===== src/rtl/uart_tx_arbiter.sv =====
// uart_tx_arbiter
// ---------------
// Round-robin front end that shares one UART transmitter between NUM_REQ
// byte producers. It picks a pending requester, latches its byte and
// parity settings, fires a one-cycle Data_Valid pulse, and then holds the
// UART inputs steady until Busy falls. The requester is acknowledged once
// the UART has accepted the frame.
//
// Ports
//   CLK            rising-edge clock
//   RST            asynchronous active-low reset
//   req_valid      per-requester "byte pending" flags
//   req_data       per-requester bytes, requester i at [8i+7:8i]
//   req_par_en     per-requester parity enable
//   req_par_type   per-requester parity type
//   req_ready      one-cycle acceptance pulse for the granted requester
//   tx_data        byte to UART A7..A0
//   tx_data_valid  UART Data_Valid (one-cycle launch pulse)
//   tx_par_en      UART Parity_Enable
//   tx_par_type    UART Parity_Type
//   tx_busy        UART Busy
//   grant_id       current or most recent winner
//   active         high while a frame is being launched or carried
//   tx_err         one-cycle pulse when the UART never raised Busy
//
// All outputs are registers. The next-state logic computes their next
// values so that nothing on an input reaches an output combinationally.

module uart_tx_arbiter #(
    parameter int NUM_REQ       = 4,
    parameter int START_TIMEOUT = 4
) (
    input  logic                 CLK,
    input  logic                 RST,
    input  logic [NUM_REQ-1:0]   req_valid,
    input  logic [NUM_REQ*8-1:0] req_data,
    input  logic [NUM_REQ-1:0]   req_par_en,
    input  logic [NUM_REQ-1:0]   req_par_type,
    output logic [NUM_REQ-1:0]   req_ready,
    output logic [7:0]           tx_data,
    output logic                 tx_data_valid,
    output logic                 tx_par_en,
    output logic                 tx_par_type,
    input  logic                 tx_busy,
    output logic [2:0]           grant_id,
    output logic                 active,
    output logic                 tx_err
);

    typedef enum logic [1:0] {
        IDLE      = 2'd0,
        LAUNCH    = 2'd1,
        WAIT_BUSY = 2'd2,
        HOLD      = 2'd3
    } state_t;

    state_t               state, state_n;
    logic [2:0]           rr_ptr, rr_ptr_n;
    logic [3:0]           cnt, cnt_n;
    logic [7:0]           tx_data_n;
    logic                 tx_par_en_n, tx_par_type_n;
    logic [2:0]           grant_id_n;
    logic [NUM_REQ-1:0]   req_ready_n;
    logic                 tx_err_n;

    logic                 found;
    logic [2:0]           win_id;
    logic [7:0]           win_data;
    logic                 win_pen, win_ptype;

    // Round-robin search. Scanning j over two laps of the requester list
    // and accepting only rr_ptr < j <= rr_ptr+NUM_REQ visits every
    // requester exactly once, starting just after the last winner. Keeping
    // j a loop constant keeps every vector index static.
    always_comb begin
        found     = 1'b0;
        win_id    = 3'd0;
        win_data  = 8'h00;
        win_pen   = 1'b0;
        win_ptype = 1'b0;
        for (int j = 0; j < 2 * NUM_REQ; j++) begin
            if (!found && req_valid[j % NUM_REQ] &&
                (j > int'(rr_ptr)) && (j <= int'(rr_ptr) + NUM_REQ)) begin
                found     = 1'b1;
                win_id    = 3'(j % NUM_REQ);
                win_data  = req_data[(j % NUM_REQ) * 8 +: 8];
                win_pen   = req_par_en[j % NUM_REQ];
                win_ptype = req_par_type[j % NUM_REQ];
            end
        end
    end

    // Next-state and next-output logic. The UART byte and parity registers
    // only move on the IDLE to LAUNCH step, because the UART computes
    // parity combinationally from them for the whole frame.
    always_comb begin
        state_n       = state;
        rr_ptr_n      = rr_ptr;
        cnt_n         = cnt;
        tx_data_n     = tx_data;
        tx_par_en_n   = tx_par_en;
        tx_par_type_n = tx_par_type;
        grant_id_n    = grant_id;
        req_ready_n   = '0;
        tx_err_n      = 1'b0;
        case (state)
            IDLE: begin
                if (found && !tx_busy) begin
                    tx_data_n     = win_data;
                    tx_par_en_n   = win_pen;
                    tx_par_type_n = win_ptype;
                    grant_id_n    = win_id;
                    state_n       = LAUNCH;
                end
            end
            LAUNCH: begin
                cnt_n   = 4'd0;
                state_n = WAIT_BUSY;
            end
            WAIT_BUSY: begin
                if (tx_busy) begin
                    for (int i = 0; i < NUM_REQ; i++) begin
                        if (grant_id == 3'(i)) begin
                            req_ready_n[i] = 1'b1;
                        end
                    end
                    rr_ptr_n = grant_id;
                    state_n  = HOLD;
                end else if (cnt + 4'd1 == 4'(START_TIMEOUT)) begin
                    // Abandon the launch without moving rr_ptr so the
                    // same requester is retried first.
                    tx_err_n = 1'b1;
                    state_n  = IDLE;
                end else begin
                    cnt_n = cnt + 4'd1;
                end
            end
            HOLD: begin
                if (!tx_busy) begin
                    state_n = IDLE;
                end
            end
            default: state_n = IDLE;
        endcase
    end

    // State and output registers; reset aborts any frame in flight.
    always_ff @(posedge CLK or negedge RST) begin
        if (!RST) begin
            state         <= IDLE;
            rr_ptr        <= 3'(NUM_REQ - 1);
            cnt           <= 4'd0;
            tx_data       <= 8'h00;
            tx_data_valid <= 1'b0;
            tx_par_en     <= 1'b0;
            tx_par_type   <= 1'b0;
            grant_id      <= 3'd0;
            req_ready     <= '0;
            active        <= 1'b0;
            tx_err        <= 1'b0;
        end else begin
            state         <= state_n;
            rr_ptr        <= rr_ptr_n;
            cnt           <= cnt_n;
            tx_data       <= tx_data_n;
            tx_data_valid <= (state_n == LAUNCH);
            tx_par_en     <= tx_par_en_n;
            tx_par_type   <= tx_par_type_n;
            grant_id      <= grant_id_n;
            req_ready     <= req_ready_n;
            active        <= (state_n != IDLE);
            tx_err        <= tx_err_n;
        end
    end

endmodule


===== config.mk =====
export PLATFORM = sky130hd
export DESIGN_NAME = uart_tx_arbiter
export DESIGN_NICKNAME = d
export VERILOG_FILES = /design/src/rtl/uart_tx_arbiter.sv
export SDC_FILE = /design/constraint.sdc
export NUM_CORES = 1
export LEC_CHECK = 0
export CORE_UTILIZATION = 40
export DETAILED_ROUTE_END_ITERATION = 10
export GPL_ROUTABILITY_DRIVEN = 0
export PLACE_DENSITY = 0.72
export REMOVE_ABC_BUFFERS = 1
export SYNTH_ARGS = -nofsm -noshare
export SYNTH_HDL_FRONTEND = slang
export SYNTH_SLANG_ARGS = --single-unit

===== constraint.sdc =====
create_clock -name CLK -period 2 [get_ports CLK]
set_clock_uncertainty 0.2 [all_clocks]
set_input_delay 0.2 -clock CLK [delete_from_list [all_inputs] [get_ports CLK]]
set_output_delay 0.2 -clock CLK [all_outputs]
set_load 0.03 [all_outputs]

==> summary.md, run 1 <==
| Metric | Value |
|---|---|
| TritonCTS clock tree | `done` |
| Syn Area/Cell | `8.86 µm²` |
| Antenna cells | `0` |
| Yosys Warn Count | `0` |
| EDFF count, synth | `0` |
| All-Layer GR Usage | `~25%` |
| Final core occ | `65.7%` |
| Clock Tree Buf Depth | `2` |
| First-pass GRT wire length | `between 10000 and 15000 µm` |
| Setup_tns | `0 ns` |
| Final WL | `6690 µm` |
| Cts bufs inserted | `3` |
| Setup ws final | `0.0208 ns` |
| Pre-CTS setup slack | `-0.277 ns` |
| Post-route ant nets | `0` |
| Post-route minimum period | `1.98 ns` |
| Total power | `about 3.6 mW` |
| Final Hold Vio Count | `0` |
| Initial DRC count | `129` |
| Die span in x | `72.9 µm` |
| Max-cap violations | `0` |
| Pre-Repair DR Iteration Count | `5` |
| # setup viols final | `0` |
| Insertion delay to the later sink of the worst-skew pair | `0.28 ns` |
| Share of layout cells above drive strength 1 | `approximately 24%` |
| Filler instances | `408` |
| Total Die Area | `5310 µm²` |
| Worst Path Required | `1.98 ns` |
| WS Path Type | `reg -> reg` |
| Clock sink count | `27` |
| Dpl hpwl | `4840 µm` |
| Worst hold slack | `roughly 0.086 ns` |
| Initial Utilization | `42.0%` |
| DRC Markers | `0` |
| Die height | `72.9 µm` |
| Netlist cell types | `51` |
| Primary FF master, synth | `dfrtp_1` |
| Post-synth ARST share | `100%` |
| Most frequent cells in the layout | `clkdlybuf4s50_1, buf_4, dfrtp_1` |
| NumNets Final | `377` |
| H-tree Lvls | `1` |
| Vias in the first global route | `2140` |
| RSZ-0062 raised after global routing | `true` |
| Routed wire per std cell | `17.0 µm` |
| Fin crit share | `99.0%` |
| Pwr dens | `1140 nW/µm²` |
| Leak | `1.36 nW` |
| Register area share after synthesis | `33.7%` |
| Share of the synthesized area in the top cell type | `a little under a third` |
| Critical path endpoint category | `flip-flop` |
| Synth Instances | `227` |
| Post-route insts no fill | `about 390` |
| Grt ovf | `0` |
| Placed Cells | `385` |
| Pins Over Slew Limit | `0` |
| PortBufs | `65` |
| Synth area leaders | `dfrtp_1, o22ai_1, a221oi_2` |
| Post-CTS Hold Buffers | `0` |
| Max IR drop VDD | `roughly 0.75 mV` |
| Worst setup SP type | `flip-flop` |
| Antenna violations before repair | `0` |
| Area Growth Syn to Fin | `56.4%` |
| Final Instance Area | `3140 µm²` |
| Largest net degree at the start of global routing | `28` |
| Status | `finished, final reports clean` |
| Clock slew at reported path FFs | `0.11 ns` |
| I/O pins | `67` |
| Most common cell after layout, fill and taps aside | `clkdlybuf4s50_1` |
| Worst EP arrival | `1.96 ns` |
| #FFs+latches synth | `27` |
| Placed inst area | `2980 µm²` |
| Vias post-DR | `2309` |
| Core area | `4790 µm²` |
| Area leader, netlist | `dfrtp_1` |
| Post-DR vias/cell | `5.86` |
| Max Freq | `0.505 GHz` |
| Root buf cell | `clkbuf_8` |
| Crit Path Max Fanout | `6` |
| Hold Crit Class | `in -> async` |
| Post-synth design cell area | `2010 µm²` |
| Num rows | `25` |
## where the power goes
part           internal [mW]  switching (mW)  total, mW
Combinational           1.09            1.21       2.30
Clock                  0.142           0.202      0.344
Sequential             0.771           0.170      0.941
Total                   2.00            1.58       3.58
## layer usage
layer  vias to the layer above  GRT usage [%]  part of all wire (%)
li1                       1085              -                     -
met1                      1120           35.5                    46
met2                        97           41.6                    49
met3                         7           3.31                   4.9
met4                         0           6.54                   1.0
met5                         -              0                     0
## worst paths after layout
check	from	end	slack, ns	cells past startpoint
max	cnt[1]	cnt[1]	0.02	6
max in group asynchronous	RST	rr_ptr[1]	1.19	2
min in group CLK	tx_data[7]	tx_data[7]	0.33	2
min	RST	tx_data[6]	0.09	2
max reg2reg	cnt[1]	cnt[1]	0.02	6
min reg2reg	tx_data[7]	tx_data[7]	0.33	2
## what timing repair did
action	4_1_cts	5_1_grt
resized for setup	7	13
setup endpoints to repair	4	13
setup buffers	1	4
pin swaps	1	3
## layout make-up
type                            count  area (µm²)  area share (%)
Clock buffer                        3        41.3            1.31
Inverter                            7        26.3           0.836
Tap cell                           67        83.8            2.67
Sequential cell                    27         678            21.6
Multi-Input combinational cell    177        1300            41.2
Clock inverter                      1        7.51           0.239
Timing Repair Buffer              112        1010            32.2
## logic make-up after synthesis
| group | Yosys count | share of synthesized area, % |
|---|---|---|
| and+or+nand+nor | 84 | 23.9 |
| AOI/OAI and AO/OA | 90 | 35.1 |
| DFF | 27 | 33.7 |
| buffers and inverters | 23 | 5.85 |
| other | 1 | 0.187 |
| adders and majority gates | 2 | 1.24 |
## worst max-delay path, stage by stage, from the launching register on
cell and delay (ns):
dfrtp_1 0.44, buf_6 0.15, and3b_1 0.20, o41ai_4 0.30, a21oi_4 0.13, a31o_1 0.24
a22o_1 0.22
## registers in the layout, summed over array words and instances, names as in the netlist
name / cells
tx_data: 8
cnt: 4
req_ready: 4
grant_id: 2
rr_ptr: 2
state: 2
active: 1
tx_data_valid: 1
tx_err: 1
tx_par_en: 1
tx_par_type: 1
## cells in the mapped netlist (2+ instances only)
cell type / n
nand3_1: 5
dfrtp_1: 25
buf_6: 3
a2111oi_0: 2
dfstp_2: 2
nor3_1: 2
a21o_1: 3
a21oi_1: 11
o22ai_1: 18
buf_4: 2
a31oi_1: 11
a22oi_1: 7
nand2b_1: 5
clkbuf_1: 10
o21ai_0: 7
nand2_1: 19
inv_1: 6
and3b_1: 11
nor2_1: 15
and2_4: 2
nor3b_1: 11
and3_1: 4
ha_1: 2
o221ai_1: 7
a221oi_2: 7
nor2b_1: 3
a22o_1: 3
Power figures use the tool's default switching activity.
==> run 2, diff against run 1 <==
- CORE_ASPECT_RATIO: default -> 0.75
==> run 2 against run 1 <==
- the run now ends with design-rule violations left
- die area barely moved
- first-iteration DRC count increased by 36%
- critical path depth unchanged
- clock-buffer cell count unchanged
- hold slack improved by 0.0012 ns
- sequential power up 3.8%
- power grew 2.5%
- clock power about the same
- critical endpoint is now tx_par_en
- setup slack got worse by 0.0041 ns
- sequential share of layout area shrank 0.051 points
- via count grew 0.43%
==> summary.md, run 2 (synthesis results as in run 1) <==
| Metric | Value |
|---|---|
| Status | `finished, violations left` |
| Clock slew at reported path FFs | `0.11 ns` |
| Max IR drop VDD | `slightly above 0.5 mV` |
| Met1 Use GR | `40.0%` |
| Initial Utilization | `43.2%` |
| Antenna cells | `0` |
| Sw Share | `44.9%` |
| Insertion delay to the later sink of the worst-skew pair | `just under 0.3 ns` |
| Vias post-DR | `2319` |
| # setup viols final | `0` |
| Die height | `63.4 µm` |
| RSZ-0062 raised after global routing | `true` |
| Most common cell after layout, fill and taps aside | `clkdlybuf4s50_1` |
| Fin crit share | `slightly below 100%` |
| Worst Path Required | `~2.0 ns` |
| Root buf cell | `clkbuf_8` |
| Antenna violations before repair | `0` |
| Core area | `4650 µm²` |
| Final Hold Vio Count | `0` |
| H-tree Lvls | `1` |
| Routed wire per std cell | `18.7 µm` |
| Worst setup SP type | `flip-flop` |
| Total Die Area | `around 5300 µm²` |
| Die span in x | `83.9 µm` |
| Pre-Repair DR Iteration Count | `8` |
| Total power | `3.67 mW` |
| Post-DR vias/cell | `6.09` |
| Pins Over Slew Limit | `0` |
| Post-route ant nets | `0` |
| Setup_tns | `0 ns` |
| Post-route insts no fill | `about 380` |
| Worst EP arrival | `1.96 ns` |
| Hold Crit Class | `in -> async` |
| First-pass GRT wire length | `11300 µm` |
| Placed inst area | `2930 µm²` |
| Clock Tree Buf Depth | `2` |
| Post-route minimum period | `1.98 ns` |
| Placed Cells | `371` |
| Total net switching power | `1.65 mW` |
| WS Path Type | `reg -> reg` |
| Clock share of power | `9.4%` |
| Largest net degree at the start of global routing | `28` |
| Area Growth Syn to Fin | `56.8%` |
| Clock sink count | `27` |
| Multi-input gate area | `1330 µm²` |
| Leak | `between 1 and 1.5 nW` |
| Final WL | `between 7000 and 8000 µm` |
| Critical path endpoint category | `flip-flop` |
| Grt ovf | `0` |
| Final Instance Area | `3150 µm²` |
| Pwr dens | `1170 nW/µm²` |
| Num rows | `21` |
| Crit Path Max Fanout | `8` |
| PortBufs | `65` |
| Reg with most FFs | `tx_data` |
| Met2 Use GR | `40.9%` |
| Initial DRC count | `175` |
| Met3 GRT Util | `4.06%` |
| Biggest registers after layout | `tx_data: 8 flops, cnt: 4 flops, req_ready: 4 flops` |
| Filler instances | `367` |
| Internal Power | `just over 2 mW` |
| Failing checks | `design-rule violations` |
| Layer with the highest usage | `met2` |
| TritonCTS clock tree | `done` |
| DRC Markers | `16` |
| All-Layer GR Usage | `a little over a quarter` |
| Vias in the first global route | `2249` |
| Flip-flop and latch area | `678 µm²` |
| Most frequent cells in the layout | `clkdlybuf4s50_1, buf_4, dfrtp_1` |
| Cts bufs inserted | `3` |
| I/O pins | `67` |
| Share of layout cells above drive strength 1 | `25.3%` |
| NumNets Final | `374` |
| Max reg flops | `8` |
| Power share of the combinational group | `~64%` |
| Max Freq | `0.504 GHz` |
| Flop pwr share | `26.6%` |
| Max-cap violations | `0` |
| Dpl hpwl | `4980 µm` |
[run 2: worst paths after layout]
| path | from | slack, ns | cells past startpoint | endpoint |
|---|---|---|---|---|
| worst max-delay path | rr_ptr[0] | 0.02 | 6 | tx_par_en |
| worst min-delay path | RST | 0.09 | 2 | tx_data[7] |
| worst max register to register | rr_ptr[0] | 0.02 | 6 | tx_par_en |
| worst min register to register | grant_id[0] | 0.33 | 1 | req_ready[2] |
| max in group asynchronous | RST | 1.20 | 2 | rr_ptr[1] |
| min in group CLK | grant_id[0] | 0.33 | 1 | req_ready[2] |
[run 2: power groups by stage]
stage               Combinational, mW  Sequential, mW  Clock, mW
floorplan                       0.830            1.29          0
global placement                 2.08           0.961          0
detailed placement               2.10           0.966          0
CTS                              2.19           0.957      0.350
global route                     2.51            1.01      0.368
finish                           2.35           0.977      0.344
[run 2: critical path, cell delays in order (launching register included)]
cell       delay, ns
dfstp_2         0.67
buf_6           0.13
and3b_1         0.17
a31oi_1         0.14
o21ai_1         0.09
a2111oi_2       0.35
o22ai_1         0.12
[run 2: layout make-up]
class                           count  share of cell area (%)
Timing Repair Buffer              109                    31.7
Inverter                            7                   0.834
Clock buffer                        3                    1.31
Clock inverter                      1                   0.238
Multi-Input combinational cell    177                    42.2
Sequential cell                    27                    21.5
Tap cell                           57                    2.26
[run 2: routing by layer]
| layer | up-vias | part of all wire (%) |
|---|---|---|
| li1 | 1076 | - |
| met1 | 1089 | 47 |
| met2 | 145 | 44 |
| met3 | 9 | 8.5 |
| met4 | 0 | 0.94 |
| met5 | - | 0 |
[run 2: per-stage QoR]
step                hold WS, ns  worst slack, ns  util, %
floorplan                -0.296           -0.866        -
global placement          0.318           -0.259     63.1
detailed placement        0.317           -0.252     63.1
CTS                       0.103          0.00861     65.4
global route              0.121           -0.102     67.8
finish                   0.0874           0.0167     67.8
[run 2: timing repair]
action                                  4_1_cts  5_1_grt
gates resized for setup                       8       23
hold endpoints to repair                      0        0
buffers inserted                              2        4
endpoints found under the setup margin       11       13
hold buffers                                  0        0
pin swaps                                     1       12
==> run 3, diff against run 2 <==
- HOLD_SLACK_MARGIN: default -> 0.03
- SLEW_MARGIN: default -> 30
==> results of run 3 <==
Same layout as run 2: the final DEF is identical, and so are final timing and power.
